$ cat config.mk
export PLATFORM = sky130hd
export DESIGN_NAME = hazard_ctrl_unit
export DESIGN_NICKNAME = d
export VERILOG_FILES = /design/src/rtl/hazard_ctrl_unit.sv
export SDC_FILE = /design/constraint.sdc
export NUM_CORES = 1
export LEC_CHECK = 0
export CORE_MARGIN = 2
export CORE_UTILIZATION = 45
export DETAILED_ROUTE_END_ITERATION = 16
export PLACE_DENSITY = 0.95
export SLEW_MARGIN = 10
export SYNTH_ARGS = -nofsm -noshare
export SYNTH_HDL_FRONTEND = slang
export SYNTH_SLANG_ARGS = --single-unit
$ cat constraint.sdc
create_clock -name clk -period 5.35 [get_ports clk]
set_input_delay 0.535 -clock clk [delete_from_list [all_inputs] [get_ports clk]]
set_output_delay 0.535 -clock clk [all_outputs]
set_load 0.01 [all_outputs]
$ cat src/rtl/hazard_ctrl_unit.sv
// Hazard and sequencing controller for the 5-stage MIPS pipeline: stall/flush
// generation, MUL/DIV occupancy FSM and a saturating stall counter.
module hazard_ctrl_unit #(
    parameter int REG_ADDR_W = 5,
    parameter int MD_LAT     = 4,
    parameter int DELAY_SLOT = 1,
    parameter int CNT_W      = 16
) (
    input  logic                  clk,
    input  logic                  rst,
    input  logic [5:0]            opcodeD,
    input  logic [5:0]            funcD,
    input  logic [REG_ADDR_W-1:0] rsD,
    input  logic [REG_ADDR_W-1:0] rtD,
    input  logic [REG_ADDR_W-1:0] writeRegE,
    input  logic                  regWriteE,
    input  logic                  memToRegE,
    input  logic [REG_ADDR_W-1:0] writeRegM,
    input  logic                  memToRegM,
    input  logic                  branchTakenD,
    input  logic                  jumpD,
    output logic                  stallF,
    output logic                  stallD,
    output logic                  flushD,
    output logic                  flushE,
    output logic                  mdStart,
    output logic                  mdBusy,
    output logic [CNT_W-1:0]      stallCount
);

    localparam int MDC_W = $clog2(MD_LAT + 1);

    localparam logic [0:0] ST_IDLE = 1'b0;
    localparam logic [0:0] ST_BUSY = 1'b1;

    localparam logic SQUASH_D = (DELAY_SLOT == 0);

    logic [0:0]       state_q, state_d;
    logic [MDC_W-1:0] md_cnt_q, md_cnt_d;
    logic             md_busy_q, md_busy_d;
    logic [CNT_W-1:0] stall_count_q, stall_count_d;

    logic is_branch, is_md, is_mf;
    logic e_hits_src, m_hits_src;
    logic lu_haz, br_haz, md_haz;
    logic stall_raw, stall, start;

    always_comb begin
        is_branch  = (opcodeD == 6'h04) || (opcodeD == 6'h05);
        is_md      = (opcodeD == 6'h00) && (funcD[5:2] == 4'b0110);
        is_mf      = (opcodeD == 6'h00) && ((funcD == 6'h10) || (funcD == 6'h12));

        // Register 0 is hard-wired, so a write to it never creates a dependency.
        e_hits_src = (writeRegE != '0) && ((writeRegE == rsD) || (writeRegE == rtD));
        m_hits_src = (writeRegM != '0) && ((writeRegM == rsD) || (writeRegM == rtD));

        lu_haz     = memToRegE && regWriteE && e_hits_src;
        br_haz     = is_branch && ((regWriteE && e_hits_src) || (memToRegM && m_hits_src));
        md_haz     = (state_q == ST_BUSY) && (is_md || is_mf);

        stall_raw  = lu_haz || br_haz || md_haz;
        stall      = stall_raw && !rst;
        start      = !rst && (state_q == ST_IDLE) && is_md && !stall_raw;
    end

    always_comb begin
        stallF  = stall;
        stallD  = stall;
        flushE  = stall;
        flushD  = SQUASH_D && !rst && (branchTakenD || jumpD) && !stall_raw;
        mdStart = start;
    end

    always_comb begin
        state_d  = state_q;
        md_cnt_d = md_cnt_q;
        case (state_q)
            ST_IDLE: begin
                if (start) begin
                    state_d  = ST_BUSY;
                    md_cnt_d = MDC_W'(MD_LAT - 1);
                end
            end
            ST_BUSY: begin
                if (md_cnt_q == '0) begin
                    state_d = ST_IDLE;
                end else begin
                    md_cnt_d = md_cnt_q - MDC_W'(1);
                end
            end
            default: begin
                state_d  = ST_IDLE;
                md_cnt_d = '0;
            end
        endcase
        md_busy_d = (state_d == ST_BUSY);
    end

    always_comb begin
        stall_count_d = stall_count_q;
        if (stall && (stall_count_q != '1)) begin
            stall_count_d = stall_count_q + CNT_W'(1);
        end
    end

    always_ff @(posedge clk or posedge rst) begin
        if (rst) begin
            state_q       <= ST_IDLE;
            md_cnt_q      <= '0;
            md_busy_q     <= 1'b0;
            stall_count_q <= '0;
        end else begin
            state_q       <= state_d;
            md_cnt_q      <= md_cnt_d;
            md_busy_q     <= md_busy_d;
            stall_count_q <= stall_count_d;
        end
    end

    assign mdBusy     = md_busy_q;
    assign stallCount = stall_count_q;

endmodule

==> results.txt <==
At the end of routability-driven placement, the weighted congestion stood at between 0.8 and 0.9. The cell area after placement is approximately 1900 µm². The count of nets left with antenna violations after detail routing came out at 0.

The final hold violation count is 0. The horizontal extent of the die came out at about 59 µm. The share of power burned in combinational logic came out at between 20% and 30%. The switching power total is between 0.09 and 0.1 mW. In this run the worst path has a maximum fanout of 16. The core area is 2978 µm². The number of global-route vias before repair came out at 1207. The worst setup path is launched from a primary input. The clock transition at the registers of the reported paths is approximately 0.11 ns. The startpoint identified for the worst hold timing path is md_cnt_q[2]. The launching element of the worst setup path is writeRegE[0]. Among cell families on the critical path, the largest total delay comes from buffers and inverters. After synthesis the netlist holds a flip-flop and latch count of 20.

The number of hold buffers added after CTS is 0. For the finished layout, the period the worst path requires is 3.468 ns. The total standard cell area after synthesis came out at approximately 1400 µm². Per report_power, the sequential group accounts for between 40% and 50% of the total.

The cell that appears most often on the critical path is sky130_fd_sc_hd__clkdlybuf4s50_1. The required time of the critical path is 4.82 ns. The worst IR drop on VDD came out at ~0.15 mV.

The total track usage came out at 20.88%. The per-cell via count in the routed design is ~5.4. The flow ran to the end, and the final reports show no timing, DRC or antenna violations.

For this design, the sink count on the clock tree is 20. The insertion delay to the later sink of the worst-skew pair came out at roughly 0.31 ns. The slowest stage of the critical path belongs to the cell sky130_fd_sc_hd__or4_1. The worst-case clock skew came out at 0.01334 ns. The average footprint of a synthesized cell came out at about 10 µm². The routed length per placed instance is 15.47 µm. Summed over its instances, the top area cell type makes up 36.43% of the synthesized netlist area. For the pin with the worst max-slew slack, the measured transition is ~0.75 ns. The number of diodes added for antenna fixing came out at 0.

STA classifies the critical path endpoint as an output pin. The post-route clock period utilization is between 60% and 70%. From bottom edge to top edge, the die measures 59.26 µm. The final count of pins violating max slew came out at 0. TritonCTS built the clock tree.

The number of buffers between clock root and the deepest sink came out at 2. The buffers plus inverters on the worst setup path came out at 3. When the netlist entered floorplanning its net count stood at 179. The number of distinct library cells after synthesis came out at 36. The number of antenna violations at the first check in global routing is 0. The headroom to the max-slew limit is just over 50%.

The internal power came out at roughly 0.29 mW. In the synthesized netlist, the number of instances is roughly 140. The final layout net count came out at about 240. In this run the number of H-tree levels came out at 1. The highest clock frequency the design can meet came out at between 200 and 300 MHz.

Yosys attributes the largest share of cell area to sky130_fd_sc_hd__dfrtp_1 36%, sky130_fd_sc_hd__xnor2_1 13%, sky130_fd_sc_hd__xor2_1 8.3%, sky130_fd_sc_hd__nand3_1 3.6%, sky130_fd_sc_hd__nor4_2 3.6%. The synthesized design spends more area on one cell type than any other, namely sky130_fd_sc_hd__dfrtp_1. The tree is rooted in a sky130_fd_sc_hd__clkbuf_4.

The delay contributed by the slowest stage of the critical path is roughly 0.56 ns. Buffers inserted during clock tree synthesis total 3. The number of setup violations in the final report came out at 0. After detailed routing, the number of remaining DRC violations is 0. The first-pass iteration count of the detailed router is 4.

For this design the ratio of total power to cell area is around 200 nW/µm². In this run the critical register-to-register path is launched from stallCount[0]. In this run, the clock network consumes around a third of the power. The count of input and output buffers is 56. Data arrives at the worst endpoint at approximately 3 ns. The aggregate negative setup slack is 0 ns. With fillers left out, the area of the finished cells amounts to 1989 µm². The signal on the critical path passes through clkdlybuf4s50_1, or4_1, o221a_1, a22oi_2, o22a_4, inv_1, clkdlybuf4s50_1.

The critical path is of the primary input to output pin type. The max-cap check violation count came out at 0. In this run the worst hold path is classified as flop to flop. Compared with the post-synthesis result, the final layout area differs by 44.81%. Entering global routing, the biggest net connects 21 pins. The cell leakage power came out at around 0.87 nW. The global-route wire length before repair came out at 5526 µm. The count of buffers added by post-CTS timing repair for setup is 0.

The switching share of power is approximately a quarter. For this block, the via count after detailed routing is 1221. The final wirelength came out at approximately 3500 µm. Setup repair after global routing left no endpoint under its margin. The total die area is approximately 3500 µm². The post-CTS resize count is 0. The floorplan has 20 rows. The top-level I/O count came out at between 60 and 70. The total design power came out at between 0.3 and 0.4 mW. The total overflow left after global routing is 0. The fraction of final layout cells with drive strength greater than 1 is 7.292%. The post-detailed-placement half-perimeter wirelength is 2706 µm.

Once layout is complete, the utilization of the core stands at approximately two thirds. The register area share after synthesis came out at 36.43%. Once the floorplan was initialized, standard cells occupied 46.13% of the core. Yosys printed 0 warnings.

The number of DRC markers after the initial detailed-route iteration came out at 57.
[synth_stat cells, drive strengths merged]
cell type,instances
or3,1
nor4,5
conb,1
and3,6
xnor2,20
and4,1
ha,3
a21oi,3
and2,1
o311a,1
o22a,1
nor4bb,1
dfrtp,20
mux2i,1
xor2,13
a21o,1
nand4,1
mux2,2
nand2b,1
o221a,1
o22ai,2
a22oi,1
o21ai,1
nand3,10
buf,5
nor3b,2
inv,9
and4bb,1
nor3,4
nand2,7
nor4b,5
nor2,5
or4,1
[sequential cells by signal, indices dropped and copies added (netlist names)]
register / cells
md_cnt_q: 3
mdBusy: 1
stallCount: 16
[final timing paths]
kind,end,slack [ns],cells after the start
worst min register to register,md_cnt_q[2],0.49,1
worst max register to register,stallCount[1],3.09,6
worst max-delay path,flushE,1.88,7
min in group asynchronous,stallCount[11],0.74,2
max in group asynchronous,stallCount[1],4.13,2
worst min-delay path,md_cnt_q[2],0.49,1
[worst register-to-register path, stage by stage (launching register included)]
cell	delay [ns]
sky130_fd_sc_hd__dfrtp_1	0.45
sky130_fd_sc_hd__ha_1	0.22
sky130_fd_sc_hd__nand4_1	0.34
sky130_fd_sc_hd__nor2_1	0.17
sky130_fd_sc_hd__and3_1	0.54
sky130_fd_sc_hd__nor2_1	0.15
sky130_fd_sc_hd__mux2_2	0.30
[placed cells by master (no fill, tap or decap), types with 5 or more instances in the layout]
master / n
sky130_fd_sc_hd__clkdlybuf4s50_1: 56
sky130_fd_sc_hd__xnor2_1: 20
sky130_fd_sc_hd__dfrtp_1: 20
sky130_fd_sc_hd__xor2_1: 13
sky130_fd_sc_hd__nand3_1: 10
sky130_fd_sc_hd__inv_1: 9
sky130_fd_sc_hd__nand2_1: 7
sky130_fd_sc_hd__and3_1: 6
sky130_fd_sc_hd__nor2_1: 5
sky130_fd_sc_hd__nor4b_1: 5
[metal layers]
layer / vias to the layer above / share of wire, % / track usage (%)
li1: 588 / - / -
met1: 569 / 42 / 26.82
met2: 60 / 49 / 36.58
met3: 4 / 7.8 / 1.965
met4: 0 / 1.0 / 6.818
met5: - / 0 / 0
[layout make-up]
class | count | area (µm²)
inverters | 9 | 33.78
flip-flops and latches | 20 | 500.5
clock inverters | 1 | 30.03
repair buffers | 56 | 560.5
multi-input cells | 103 | 800.8
clock buffers | 3 | 22.52
well taps | 33 | 41.29
fillers | 237 | 988.4
[kinds of logic (layout without fill, tap and decap cells)]
kind of cell	count (synthesis)	in the layout	synth area share, %
and+or+nand+nor	52	52	25.23
xor gates and xnor gates	33	33	21.04
DFF	20	20	36.43
buffers and inverters	14	69	5.282
AOI/OAI and AO/OA	11	11	6.648
adders and majority gates	3	3	2.733
muxes	3	3	2.368
other	1	1	0.2730
[per-stage QoR]
stage	hold WS [ns]	instances	setup slack, ns
after detailed placement	0.4679	221	1.896
final	0.4911	225	1.882
after floorplan	0.4497	137	2.799
after global placement	0.4600	221	1.947
after CTS	0.4932	225	1.886
after global routing	0.5086	225	1.763
[power groups by stage]
stage          clock network [mW]  logic [mW]  registers [mW]
2_1_floorplan                   0      0.0404           0.177
3_3_place_gp                    0      0.0907           0.176
3_5_place_dp                    0      0.0965           0.178
4_1_cts                     0.125      0.0971           0.175
5_1_grt                     0.134       0.106           0.177
6_report                    0.123      0.0953           0.174
(Power assumes the default switching activity.)
